`config.mk`:
```
export PLATFORM = sky130hd
export DESIGN_NAME = mem_readout
export DESIGN_NICKNAME = d
export VERILOG_FILES = /design/src/rtl/mem_readout.sv
export SDC_FILE = /design/constraint.sdc
export NUM_CORES = 1
export LEC_CHECK = 0
export ABC_AREA = 1
export CAP_MARGIN = 30
export CORE_MARGIN = 2
export CORE_UTILIZATION = 45
export CTS_BUF_LIST = sky130_fd_sc_hd__clkbuf_4 sky130_fd_sc_hd__clkbuf_8 sky130_fd_sc_hd__clkbuf_16
export DETAILED_ROUTE_END_ITERATION = 10
export MAX_ROUTING_LAYER = met4
export PLACE_DENSITY = 0.75
export SYNTH_ARGS = -nofsm -noshare
export SYNTH_HDL_FRONTEND = slang
export SYNTH_SLANG_ARGS = --single-unit
```
`constraint.sdc`:
```
create_clock -name clk -period 2.8 [get_ports clk]
set_input_delay 0.42 -clock clk [delete_from_list [all_inputs] [get_ports clk]]
set_output_delay 0.42 -clock clk [all_outputs]
set_load 0.005 [all_outputs]
```
`src/rtl/mem_readout.sv`:
```
// mem_readout: reads out one of two memory pages on request and streams the
// words through a two-stage registered pipeline.
//
// Ports:
//   clk, reset_n           clock, asynchronous active-low reset
//   en_proc                processing enable; low stalls address generation
//   start[1:0]             per-page request pulses (bit p -> page p)
//   number_in0/1           entry count of page 0 / page 1 (saturates at 2^ADDR_WIDTH)
//   rd_en, rd_addr         memory read strobe and {page, index} address
//   rd_data                memory data, valid the cycle after rd_en
//   data_out, valid        registered readout word and its qualifier
//   done[1:0]              one-cycle completion pulse per page
module mem_readout #(
  parameter int unsigned INPUT_SIZE = 16,
  parameter int unsigned ADDR_WIDTH = 6
) (
  input  logic                  clk,
  input  logic                  reset_n,
  input  logic                  en_proc,
  input  logic [1:0]            start,
  input  logic [ADDR_WIDTH:0]   number_in0,
  input  logic [ADDR_WIDTH:0]   number_in1,
  output logic                  rd_en,
  output logic [ADDR_WIDTH:0]   rd_addr,
  input  logic [INPUT_SIZE-1:0] rd_data,
  output logic [INPUT_SIZE-1:0] data_out,
  output logic                  valid,
  output logic [1:0]            done
);

  localparam int unsigned CW = ADDR_WIDTH + 1;
  localparam logic [CW-1:0] DEPTH = {1'b1, {ADDR_WIDTH{1'b0}}};

  typedef enum logic [1:0] {
    S_IDLE  = 2'd0,
    S_READ  = 2'd1,
    S_DRAIN = 2'd2
  } state_t;

  state_t                state_q, state_d;
  logic [1:0]            pend_q, pend_d;
  logic                  page_q, page_d;
  logic [CW-1:0]         n_q, n_d;
  logic [CW-1:0]         idx_q, idx_d;     // number of entries already issued
  logic                  drain_q, drain_d; // second DRAIN cycle marker
  logic                  rd_en_d;
  logic [CW-1:0]         rd_addr_d;
  logic [1:0]            done_d;
  logic                  pipe_q;           // read issued in the previous cycle

  logic [1:0]            req;
  logic                  sel_page;
  logic [CW-1:0]         sel_raw;
  logic [CW-1:0]         sel_cnt;

  // Request arbitration: page 0 wins; counts above page depth saturate.
  always_comb begin
    req      = pend_q | start;
    sel_page = ~req[0];
    sel_raw  = req[0] ? number_in0 : number_in1;
    sel_cnt  = (sel_raw > DEPTH) ? DEPTH : sel_raw;
  end

  // Next-state and registered-output logic.
  always_comb begin
    state_d   = state_q;
    pend_d    = pend_q | start;
    page_d    = page_q;
    n_d       = n_q;
    idx_d     = idx_q;
    drain_d   = drain_q;
    rd_en_d   = 1'b0;
    rd_addr_d = rd_addr;
    done_d    = 2'b00;

    case (state_q)
      S_IDLE: begin
        if (|req) begin
          page_d           = sel_page;
          n_d              = sel_cnt;
          pend_d[sel_page] = 1'b0;
          idx_d            = '0;
          drain_d          = 1'b0;
          if (sel_cnt == '0) begin
            state_d = S_DRAIN;
          end else begin
            // The first read goes out in the cycle the FSM enters READ.
            state_d = S_READ;
            if (en_proc) begin
              rd_en_d   = 1'b1;
              rd_addr_d = {sel_page, {ADDR_WIDTH{1'b0}}};
              idx_d     = CW'(1);
            end
          end
        end
      end

      S_READ: begin
        if (idx_q == n_q) begin
          state_d = S_DRAIN;
          drain_d = 1'b0;
        end else if (en_proc) begin
          rd_en_d   = 1'b1;
          rd_addr_d = {page_q, idx_q[ADDR_WIDTH-1:0]};
          idx_d     = idx_q + CW'(1);
        end
      end

      S_DRAIN: begin
        if (drain_q) begin
          state_d        = S_IDLE;
          done_d[page_q] = 1'b1;
        end else begin
          drain_d = 1'b1;
        end
      end

      default: state_d = S_IDLE;
    endcase
  end

  // State, address generator and two-stage data pipeline.
  always_ff @(posedge clk or negedge reset_n) begin
    if (!reset_n) begin
      state_q  <= S_IDLE;
      pend_q   <= 2'b00;
      page_q   <= 1'b0;
      n_q      <= '0;
      idx_q    <= '0;
      drain_q  <= 1'b0;
      rd_en    <= 1'b0;
      rd_addr  <= '0;
      done     <= 2'b00;
      pipe_q   <= 1'b0;
      valid    <= 1'b0;
      data_out <= '0;
    end else begin
      state_q <= state_d;
      pend_q  <= pend_d;
      page_q  <= page_d;
      n_q     <= n_d;
      idx_q   <= idx_d;
      drain_q <= drain_d;
      rd_en   <= rd_en_d;
      rd_addr <= rd_addr_d;
      done    <= done_d;
      pipe_q  <= rd_en;
      valid   <= pipe_q;
      if (pipe_q) begin
        data_out <= rd_data;
      end
    end
  end

endmodule

```
==> impl_results.md <==
- Status: finished, final reports clean
- Dpl hpwl: 3756 um
- TritonCTS clock tree: yes
- Arr. time, crit path: 2.26 ns
- I/O pin count: 62
- R2R Setup Slk: 0.96 ns
- Die ar.: 0.005795 mm2
- Minimum clock period: 2.027 ns
- Post-route worst setup slack: 0.7726 ns
- Combinational Power Share: 0.430
- Warnings from Yosys: 0
- Die W: 76.13 um
- Final TNS setup: 0 ns
- Final Non-Filler Cells: 392
- Synth unique cells: 30
- Mapped Cells: 257
- Worst-skew pair later-pin latency: 0.30 ns
- Global placer's final weighted congestion: 0.8286
- Fin. Hold Viols: 0
- H-Tree Depth: 2
- Peak supply drop: 0.3784 mV
- Via count: 1,836
- Sw frac: 0.3541
- Max Slew Vio Count: 0
- Largest net degree at the start of global routing: 26
- 1st-iter DRT viols: 37
- Synthesized area: 0.002341 mm2
- Seq/Total Area, Yosys: 0.5131
- R2R depth: 9
- Worst hold slack: 0.1154 ns
- Sequential Power Share: 0.391
- Core area: 0.005075 mm2
- Clock Power Share: 0.179
- Antenna Cells: 0
- Post CTS Setup Buffer Count: 0
- Initial antenna violation count: 0
- WL final: 4698 um
- Layout cell share with drive strength beyond 1: 0.1584
- Worst EP required: 3.03 ns
- Yosys reg bits: 48
- Pwr Density: 927.4 mW/mm2
- CTS resizes: 0
- Grt ovf: 0
- Max-slew headroom: 0.5763
- Switching power: 1.034 mW
- Port bufs: 61
- Unrepaired setup endpoints after global routing: no
- Worst slack, placed: 0.4564 ns
- Part of the cycle the worst path needs: 0.7241
- Skew final: 0.004614 ns
- Final setup fails: 0
- Max Clk Rate: 493.3 MHz
- Least-Margin Pin Slew: 0.6355 ns
- Row cnt: 26
- Max clock buf depth: 2
- Vias in the first global route: 1,883
- Placed cells: 384
- FILL cells: 468
- First-pass GRT wire length: 8418 um
- Max-Cap Viols: 0
- Via density: 4.684
- CTS Buf Count: 5
- Starting Density: 0.4613
- Clock-pin transition on the worst setup and hold timing paths: 0.09 ns
- Syn avg cell area: 9.109 um2
- GRT Util Overall: 0.1867
- Post-CTS Hold Buffers: 0
- Post-synthesis net count: 293
- Area grow syn2layout: 34.53%
- Worst min path class: input port to async pin
- Critical path fanouts, max: 13
- Cell internal pwr: 1.886 mW
- DRC Markers: 0
- WL/cell: 11.98 um
- Worst setup path class: input port to flop
- Nets: 357
- CP Capture Type: flop
- TritonRoute pass-1 iters: 4
- Leakage: 1.456 nW
- Worst Setup Start Kind: input port
- Sink Count: 48
- Die height: 76.13 um
- Clock root cell: clkbuf_8
- Antenna Nets Post-Route: 0
[routing by layer]
metal | wire [um] | track usage | part of all wire
met3 | 261 | 0.04739 | 0.056
met2 | 2261 | 0.3107 | 0.48
met5 | 0 | - | 0
met4 | 83 | 0.07455 | 0.018
met1 | 2091 | 0.2181 | 0.45
[worst max-delay path: stages]
cell	delay, ns
clkdlybuf4s50_1	0.46
nor2_4	0.31
nand2_1	0.09
inv_1	0.17
nor2_8	0.07
inv_2	0.08
nand2_2	0.16
nand2_1	0.33
nand2_1	0.09
o21ai_1	0.08
[stage by stage]
step | cell area (um2) | power, mW | utilization
after floorplan | 2341 | 1.919 | -
after global placement | 3000 | 2.380 | 0.5912
after detailed placement | 3028 | 2.430 | 0.5966
after CTS | 3149 | 2.952 | 0.6206
after global routing | 3149 | 3.147 | 0.6206
final | 3149 | 2.920 | 0.6206
[registers in the layout, indices dropped and copies added, names as in the netlist, 2 cells and up]
register,cells
n_q,7
idx_q,7
state_q,2
rd_addr,7
data_out,16
pend_q,2
done,2
[cells in the final DEF, fill, tap and decap left out, drive strengths merged]
master         count
a22o               1
xnor2              1
nor3               4
or2                5
clkinv             1
o21ai             13
nand2             81
nor2              20
ha                 1
a21oi              2
inv               36
clkdlybuf4s50     60
dfrtp             48
xor2               5
o22ai              3
mux2              16
buf                2
a22oi              1
nand3              6
bufinv             1
clkbuf             6
nand4              9
[cells by family after synthesis]
kind of cell,after synthesis,share of synthesized area
xor+xnor,6,0.02245
mux,16,0.07696
buf+inv,41,0.07215
simple gates,125,0.2598
flops,48,0.5131
fa+ha+maj,1,0.005344
compound gates,20,0.05024
[cells in the mapped netlist]
library cell / instances / area share
nand2_1: 73 / 0.12
dfrtp_1: 48 / 0.51
inv_1: 32 / 0.051
mux2_2: 16 / 0.077
nor2_1: 14 / 0.022
nand2_2: 8 / 0.021
nand4_1: 8 / 0.021
o21ai_1: 6 / 0.013
nand3_1: 5 / 0.011
o21ai_0: 5 / 0.011
xor2_1: 5 / 0.019
inv_2: 4 / 0.0064
nor3_1: 4 / 0.0086
buf_2: 3 / 0.0064
nor2_4: 3 / 0.014
o22ai_1: 3 / 0.0080
or2_2: 3 / 0.0080
a21oi_1: 2 / 0.0043
nor2_2: 2 / 0.0053
o21ai_2: 2 / 0.0075
or2_1: 2 / 0.0053
a22o_1: 1 / 0.0037
a22oi_1: 1 / 0.0032
buf_8: 1 / 0.0064
clkbuf_1: 1 / 0.0016
ha_1: 1 / 0.0053
nand3_4: 1 / 0.0075
nand4_4: 1 / 0.0091
nor2_8: 1 / 0.0086
xnor2_1: 1 / 0.0037
[cell type report]
cell class / instances / area, um2 / area share
flip-flops and latches: 48 / 1201 / 0.3814
multi-input cells: 168 / 970.9 / 0.3083
repair buffers: 62 / 633.1 / 0.2010
inverters: 36 / 135.1 / 0.04291
well taps: 70 / 87.58 / 0.02781
clock buffers: 6 / 82.58 / 0.02622
clock inverters: 2 / 38.79 / 0.01232
[final timing paths]
path	start	to
max in group asynchronous	reset_n	idx_q[3]
min in group clk	rd_en	pipe_q
min reg2reg	rd_en	pipe_q
min	reset_n	data_out[12]
max	start[0]	idx_q[4]
max reg2reg	pend_q[0]	idx_q[4]
[power by group through the flow]
stage,Combinational (mW),Sequential (mW),Clock [mW]
final,1.26,1.14,0.523
after global routing,1.40,1.19,0.560
after CTS,1.27,1.15,0.532
after detailed placement,1.27,1.16,0
after global placement,1.23,1.15,0
after floorplan,0.802,1.12,0
No activity file was read; power rests on OpenSTA's default activity.
